**config.mk**
```make
export PLATFORM = sky130hd
export DESIGN_NAME = irq_source_arbiter
export DESIGN_NICKNAME = d
export VERILOG_FILES = /design/src/rtl/irq_pkg.sv /design/src/rtl/irq_priority_encoder.sv /design/src/rtl/irq_source_arbiter.sv
export SDC_FILE = /design/constraint.sdc
export NUM_CORES = 1
export LEC_CHECK = 0
export ABC_AREA = 0
export BUFFER_PORTS_ARGS = -buffer_cell sky130_fd_sc_hd__buf_2
export CORE_UTILIZATION = 32
export CTS_BUF_LIST = sky130_fd_sc_hd__clkbuf_8
export DETAILED_ROUTE_END_ITERATION = 10
export HOLD_SLACK_MARGIN = 0.03
export SLEW_MARGIN = 15
export SYNTH_ARGS = -nofsm -noshare
export SYNTH_HDL_FRONTEND = slang
export SYNTH_SLANG_ARGS = --single-unit
```
**constraint.sdc**
```tcl
create_clock -name clk_i -period 1.6 [get_ports clk_i]
set_input_delay 0.16 -clock clk_i [delete_from_list [all_inputs] [get_ports clk_i]]
set_output_delay 0.16 -clock clk_i [all_outputs]
set_load 0.01 [all_outputs]
```
**src/rtl/irq_pkg.sv**
```systemverilog
// Shared types and constants for the interrupt source arbiter.
package irq_pkg;

    localparam int IRQ_N_SRC_DEFAULT = 8;

    typedef enum logic [1:0] {
        IRQ_IDLE    = 2'd0,
        IRQ_REQUEST = 2'd1,
        IRQ_SERVICE = 2'd2
    } irq_state_t;

endpackage

```
**src/rtl/irq_priority_encoder.sv**
```systemverilog
// Combinational lowest-index-first priority encoder.
module irq_priority_encoder #(
    parameter int N_SRC = 8,
    parameter int ID_W  = $clog2(N_SRC)
) (
    input  logic [N_SRC-1:0] vec,
    output logic             valid,
    output logic [ID_W-1:0]  id
);

    // Scan from the top down so the lowest set index is written last and wins.
    always_comb begin
        valid = 1'b0;
        id    = '0;
        for (int i = N_SRC - 1; i >= 0; i--) begin
            if (vec[i]) begin
                valid = 1'b1;
                id    = ID_W'(i);
            end
        end
    end

endmodule

```
**src/rtl/irq_source_arbiter.sv**
```systemverilog
// Pends peripheral interrupt lines and forwards them one at a time to the core.
// Define IRQ_EDGE_DETECT_EN for rising-edge set events; default build is level-sensitive.
module irq_source_arbiter
    import irq_pkg::*;
#(
    parameter int N_SRC = IRQ_N_SRC_DEFAULT,
    parameter int ID_W  = $clog2(N_SRC)
) (
    input  logic             clk_i,
    input  logic             rst_i,
    input  logic [N_SRC-1:0] src_i,
    input  logic [N_SRC-1:0] mask_i,
    input  logic             irq_taken_i,
    input  logic             irq_ret_i,
    output logic             irq_req_o,
    output logic [ID_W-1:0]  irq_id_o,
    output logic [N_SRC-1:0] pending_o
);

    irq_state_t       state, state_nxt;
    logic [ID_W-1:0]  id_nxt;
    logic [ID_W-1:0]  win_id;
    logic             win_vld;
    logic [N_SRC-1:0] pending;
    logic [N_SRC-1:0] set_evt;
    logic [N_SRC-1:0] clr;
    logic [N_SRC-1:0] eligible;
    logic             cur_ok;

`ifdef IRQ_EDGE_DETECT_EN
    logic [N_SRC-1:0] src_q;
    logic             primed;

    // The first cycle after reset only samples history, so a line that is
    // already high coming out of reset is not mistaken for an edge.
    always_ff @(posedge clk_i) begin
        if (rst_i) begin
            src_q  <= '0;
            primed <= 1'b0;
        end else begin
            src_q  <= src_i;
            primed <= 1'b1;
        end
    end

    assign set_evt = src_i & ~src_q & {N_SRC{primed}};
`else
    assign set_evt = src_i;
`endif

    assign eligible = pending & mask_i;
    assign cur_ok   = eligible[irq_id_o];

    irq_priority_encoder #(
        .N_SRC (N_SRC),
        .ID_W  (ID_W)
    ) u_enc (
        .vec   (eligible),
        .valid (win_vld),
        .id    (win_id)
    );

    always_ff @(posedge clk_i) begin
        if (rst_i) begin
            state    <= IRQ_IDLE;
            irq_id_o <= '0;
        end else begin
            state    <= state_nxt;
            irq_id_o <= id_nxt;
        end
    end

    always_comb begin
        state_nxt = state;
        id_nxt    = irq_id_o;
        case (state)
            IRQ_IDLE: begin
                id_nxt = '0;
                if (win_vld) begin
                    state_nxt = IRQ_REQUEST;
                    id_nxt    = win_id;
                end
            end
            IRQ_REQUEST: begin
                if (irq_taken_i) begin
                    state_nxt = IRQ_SERVICE;
                end else if (!cur_ok) begin
                    // Mask dropped: withdraw the request but keep the line pending.
                    state_nxt = IRQ_IDLE;
                    id_nxt    = '0;
                end
            end
            IRQ_SERVICE: begin
                if (irq_ret_i) begin
                    state_nxt = IRQ_IDLE;
                    id_nxt    = '0;
                end
            end
            default: begin
                state_nxt = IRQ_IDLE;
                id_nxt    = '0;
            end
        endcase
    end

    always_comb begin
        irq_req_o = (state == IRQ_REQUEST);
    end

    assign clr = (state == IRQ_SERVICE && irq_ret_i) ? (N_SRC'(1) << irq_id_o) : '0;

    // A set event in the clear cycle wins over the clear.
    always_ff @(posedge clk_i) begin
        if (rst_i) pending <= '0;
        else       pending <= (pending & ~clr) | set_evt;
    end

    assign pending_o = pending;

endmodule
```
==> results of run 1 <==
layout make-up:
type                       instances  area, um^2
fill                             215        1065
multi-input combinational         61       424.2
tap                               27       33.78
timing repair buffer              31       155.1
clock buffer                       3       41.29
inverter                          10       37.54
sequential                        13       261.5
clock inverter                     1       3.754
cell usage in the layout, fill, tap and decap left out, drive strengths merged:
master,count
nand4b,1
or2,2
o21ba,1
nand2b,3
buf,31
a21o,1
a2111o,1
nor3b,1
o32ai,1
a222oi,1
nand4,2
a31oi,1
o31ai,2
nor2b,2
nand4bb,1
o221ai,3
a2111oi,1
nor2,3
dfxtp,13
nand2,10
a21oi,9
nor3,2
inv,11
o22ai,2
o21ai,8
a221o,1
a32o,2
clkbuf,3
kinds of logic after synthesis:
group                  after synthesis  synth area share (%)
flip-flops                          13                 36.43
AND/OR/NAND/NOR                     27                 20.32
buffers and inverters               11                 5.779
AO/OA/AOI/OAI                       34                 37.48
worst reg2reg max path, stage by stage (launching register included):
cell	delay, ns
dfxtp_1	0.35
nand2b_1	0.25
o221ai_2	0.28
o221ai_2	0.16
a2111oi_2	0.36
Yosys cell counts (all sizes together):
cell type / number / area share (%)
o22ai: 2 / 1.8
o221ai: 3 / 7.9
nor3: 2 / 1.4
nand2b: 3 / 2.6
nand4: 2 / 1.8
inv: 10 / 5.3
clkbuf: 1 / 0.52
nand4bb: 1 / 1.6
nor2b: 2 / 1.8
a32o: 2 / 2.8
or2: 2 / 2.1
o21ai: 8 / 5.6
a221o: 1 / 1.4
nor2: 3 / 1.6
a2111oi: 1 / 2.1
o32ai: 1 / 1.2
dfxtp: 13 / 36
a21oi: 9 / 6.3
a2111o: 1 / 1.6
o21ba: 1 / 1.4
a21o: 1 / 1.1
nand4b: 1 / 1.2
a31oi: 1 / 0.88
o31ai: 2 / 2.1
nand2: 10 / 5.3
nor3b: 1 / 1.1
a222oi: 1 / 1.4
power groups by stage:
stage                     sequential, mW  combinational [mW]  clock [mW]
after CTS                          0.388               0.212       0.300
after floorplan                    0.398               0.126           0
final                              0.389               0.216       0.299
after global placement             0.392               0.208           0
after detailed placement           0.395               0.209           0
after global routing               0.396               0.237       0.316
path summary, 6_finish.rpt:
kind	from	endpoint	slack, ns	cells past startpoint
worst min register to register	pending_o[2]	pending_o[2]	0.50	2
worst min-delay path	src_i[0]	pending_o[0]	0.11	3
worst max-delay path	irq_id_o[1]	state[0]	0.1	4
worst max register to register	irq_id_o[1]	state[0]	0.1	4
through the flow:
stage	hold WS, ns	power (mW)	std cells	TNS (ns)	util [%]
final	0.1145	0.9048	146	0	47.34
after global routing	0.1466	0.9482	146	-0.002245	47.34
after CTS	0.1201	0.9003	146	0	46.72
after detailed placement	0.3737	0.6049	142	0	44.49
after global placement	0.3681	0.6008	142	0	44.49
after floorplan	0.2774	0.5232	85	0	-
metal layers:
layer	GRT usage [%]	routed length, um
met5	0	0
met4	11.27	70
met3	3.115	90
met2	32.88	987
met1	19.92	872
registers in the layout, summed over array words and instances, names as in the netlist:
signal	flops
irq_id_o	3
pending_o	8
state	2
==> results.yml, run 1 <==
placed_design:
  portBuffers: 31
  pre_cts_ws_ns: 0.1281
  hpwl_um: 1554
  dpl_cell_area_um2: 899.6
  finalWeightedCongestion: 0.8706
detailed_routing:
  drc_errors: 0
  antenna_left: 0
  wl_per_cell_um: 13.84
  drtPass1Iterations: 4
  num_vias: 808
  initialDrtViolationCount: 25
  wl_um: 2021
  vias_per_cell: 5.534
run:
  drv_cap: 0
cts:
  clockRootBuffer: "clkbuf_8"
  hold_buffers: 0
  cts_max_level: 1
  cts_setup_buffers: 0
  cts_tree: "done"
  cts.clk_slew.worst_paths_ns: 0.06
  clock_path_buffers: 2
  cts_resized: 0
  cts_buffers: 3
  insertion_delay_ns: 0.25
  clkSinkCount: 13
sta:
  drv_slew: 0
  period_share_pct: 93.83
  timing.fmax_mhz: 666.1
  tightest_slew_ns: 0.3111
  clock_skew_ns: 0.001776
  worst_slew_margin_rel_pct: 79.13
  final-hold-violation-count: 0
  post-route-min-period_ns: 1.501
  setup_viol_count_final: 0
  setup_ws_ns: 0.09865
layout:
  postLayoutCellArea_um2: 957.2
  fin_nets: 140
  num_antenna_cells: 0
  drive_gt1_share_pct: 36.13
  syn2layout_area_growth_pct: 33.98
floorplanning:
  initial_core_util_pct: 35.33
  num_io_pins: 32
  core_um2: 2022
  fp-row-count: 16
  dieArea_um2: 2426
  fp.dieW_um: 49.25
  die_h_um: 49.25
global_route:
  antenna_found_initial: 0
  gr-usage-all-layers_pct: 18.41
  overflow: 0
  grt_pass1_vias: 784
  grt_max_degree: 13
  grt_pass1_wl_um: 3367
yosys:
  syn_inst: 85
  ys_ff_latch: 13
  yosysWarnings: 0
  synth_fp_nets: 105
  syn_area_um2: 714.4
  synth-seq-area-share_pct: 36.43
  syn_area_per_cell_um2: 8.405
  synth.distinct_cells: 30
critical_path:
  critPathMostFrequentCell: "o221ai_2"
  crit_chain: "nand2b_1 -> o221ai_2 -> o221ai_2 -> a2111oi_2"
  crit_family: "compound AO/OA/AOI/OAI gates"
  start_kind: "flop"
  slowest_stage: "a2111oi_2"
  crit_fanout: 7
  path_class: "reg -> reg"
  end_kind: "flop"
  crit_required_ns: 1.75
  path_buf_inv: 0
  slowest_delay_ns: 0.36
  critPathArrivalTime_ns: 1.65
power_and_ir_drop:
  leakagePower_nw: 0.4209
  powerDensity_nw_per_um2: 945.3
  combPwrFrac_pct: 23.9
  p_seq_share_pct: 43.0
  switching_share_pct: 31.00
  p_int_uw: 624.3
  pwr-share-clk_pct: 33.1
  vdd_ir_drop_max_v: 0.0004852
  switchingPower_uw: 280.4
run_status:
  outcome: "finished, final reports clean"
min_path:
  min_path_type: "in -> reg"
Note: power is estimated with default switching activity, not from simulation.
==> run 2, diff against run 1 <==
--- a/config.mk
+++ b/config.mk
@@ -14,4 +14,5 @@
 export SLEW_MARGIN = 15
 export SYNTH_ARGS = -nofsm -noshare
 export SYNTH_HDL_FRONTEND = slang
+export SYNTH_HIERARCHICAL = 1
 export SYNTH_SLANG_ARGS = --single-unit
==> run 2 against run 1 <==
Effect of this change: synthesized cell count grew 8.2%; count of clock-buffer cells in the layout is the same; power grew 3.5%; combinational power grew 25%; sequential power shrank 3%.
==> results.yml, run 2 <==
sta:
  clock_skew_ns: 0.006421
  post-route-min-period_ns: 1.538
  timing.fmax_mhz: 650.1
  final-hold-violation-count: 0
  tightest_slew_ns: 0.4316
  worst_slew_margin_rel_pct: 70.85
  setup_viol_count_final: 0
  drv_slew: 0
  period_share_pct: 96.13
detailed_routing:
  num_vias: 836
  initialDrtViolationCount: 15
  vias_per_cell: 5.098
  drtPass1Iterations: 5
  antenna_left: 0
  wl_um: 2254
  wl_per_cell_um: 13.74
  drc_errors: 0
layout:
  nFillCells: 237
  largest_reg_flops: 8
  finalNonFillerCells: 164
  postLayoutCellArea_um2: 1121
  final_util_pct: 49.72
  final_common_cell: "buf_2"
  syn2layout_area_growth_pct: 44.05
  fin_nets: 157
  final_cell_mix: "31 x buf_2, 12 x dfxtp_1, 11 x inv_1, 11 x buf_4, 9 x a21oi_1"
  num_antenna_cells: 0
  drive_gt1_share_pct: 46.32
run:
  drv_cap: 0
floorplanning:
  fp-row-count: 17
  dieArea_um2: 2633
  fp.dieW_um: 51.32
  initial_core_util_pct: 34.52
  die_h_um: 51.32
  num_io_pins: 32
  core_um2: 2255
critical_path:
  path_class: "reg -> reg"
  end_kind: "flop"
  r2r_slack_ns: 0.06
  crit_required_ns: 1.72
  critPathArrivalTime_ns: 1.66
  crit_fanout: 4
  start_kind: "flop"
placed_design:
  hpwl_um: 1722
  dpl_cell_area_um2: 1036
  finalWeightedCongestion: 0.8351
  dp_cells: 160
  portBuffers: 31
yosys:
  syn_inst: 92
  ys_ff_latch: 13
  yosys_most_used_dff: "dfxtp_1"
  synth.distinct_cells: 34
  synth_fp_nets: 112
  syn_area_per_cell_um2: 8.459
  synth_largest_area_cell: "dfxtp_1"
  async_reset_ff_share_pct: 0
  synth-seq-area-share_pct: 33.44
  synth.most_common_cell: "dfxtp_1"
  synth.top_cell.area_share_pct: 33.44
  synthTopCellsByArea: "dfxtp_1 33%, a21oi_1 5.8%, o21ai_0 5.8%"
  netlist_top_cells_count: "13 x dfxtp_1, 10 x inv_1, 9 x a21oi_1, 9 x o21ai_0, 7 x nor2_1"
  yosysWarnings: 6
  syn_area_um2: 778.2
  synth_enable_flop_cells: 0
run_status:
  outcome: "finished, final reports clean"
cts:
  cts_buffers: 3
  cts_tree: "done"
  clockRootBuffer: "clkbuf_8"
  insertion_delay_ns: 0.24
  cts_max_level: 1
  clkSinkCount: 13
  cts.clk_slew.worst_paths_ns: 0.06
  clock_path_buffers: 2
power_and_ir_drop:
  vdd_ir_drop_max_v: 0.0004233
  powerDensity_nw_per_um2: 835.3
  leakagePower_nw: 0.5004
global_route:
  gr-usage-all-layers_pct: 18.39
  overflow: 0
  grt_pass1_vias: 779
  grt_pass1_wl_um: 3532
  antenna_found_initial: 0
  grt_max_degree: 12
min_path:
  min_path_type: "in -> reg"
-- run 2: changes by cell type in the layout (fill, tap and decap cells not counted), moves of 3 or more --
cell,delta
o21ai_1,+3
nand2_1,-6
buf_4,+11
and2_4,+4
a22oi_2,+3
nor2_1,+4
-- run 2: per-stage QoR --
stage	hold WS (ns)	setup TNS (ns)	power (mW)	setup WS [ns]
4_1_cts	0.1271	0	0.9257	0.02518
2_1_floorplan	0.2621	0	0.5190	0.1526
6_report	0.1239	0	0.9364	0.06186
5_1_grt	0.1360	-0.03482	0.9827	-0.01749
3_3_place_gp	0.3700	0	0.6224	0.03077
3_5_place_dp	0.3764	-0.004824	0.6290	-0.004563
-- run 2: worst paths after layout --
kind | to | cells past startpoint | startpoint
worst min-delay path | pending_o[4] | 3 | src_i[4]
worst min register to register | pending_o[4] | 2 | pending_o[4]
worst max-delay path | irq_id_o[1] | 5 | pending_o[5]
worst max register to register | irq_id_o[1] | 5 | pending_o[5]
-- run 2: layer usage --
| layer | global-route usage, % | share of wire [%] | up-vias |
|---|---|---|---|
| met3 | 2.679 | 4.4 | 4 |
| met2 | 30.26 | 48 | 28 |
| met4 | 6.757 | 1.1 | 0 |
| li1 | - | - | 414 |
| met5 | 0 | 0 | - |
| met1 | 24.19 | 46 | 390 |
-- run 2: timing repair --
action	4_1_cts	5_1_grt
setup buffers	0	0
hold buffers	0	0
setup endpoints to repair	3	3
resized for setup	1	11
pin swaps	0	4
endpoints found under the hold margin	0	0
-- run 2: final cells by class --
type | instances | area [um^2] | share of cell area (%)
clock buffers | 3 | 41.29 | 3.683
repair buffers | 42 | 237.7 | 21.21
flip-flops and latches | 13 | 261.5 | 23.33
inverters | 10 | 37.54 | 3.348
multi-input cells | 67 | 504.2 | 44.98
well taps | 28 | 35.03 | 3.125
clock inverters | 1 | 3.754 | 0.3348
-- run 2: worst max-delay path: stages (launching register included) --
cell	delay [ns]
dfxtp_2	0.33
and2_4	0.15
buf_4	0.13
mux4_1	0.56
o21ai_0	0.18
o21ai_1	0.07
-- run 2: where the power goes --
part | internal (mW) | switching (mW) | total, mW | leakage, nW
Sequential | 0.352 | 0.0239 | 0.376 | 0.108
Clock | 0.169 | 0.122 | 0.291 | 0.0269
Combinational | 0.136 | 0.133 | 0.270 | 0.365
-- run 2: kinds of logic after synthesis --
family | count (synthesis) | share of synthesized area [%]
compound gates | 32 | 28.94
buf+inv | 12 | 6.752
flops | 13 | 33.44
mux | 1 | 3.377
simple gates | 34 | 27.49
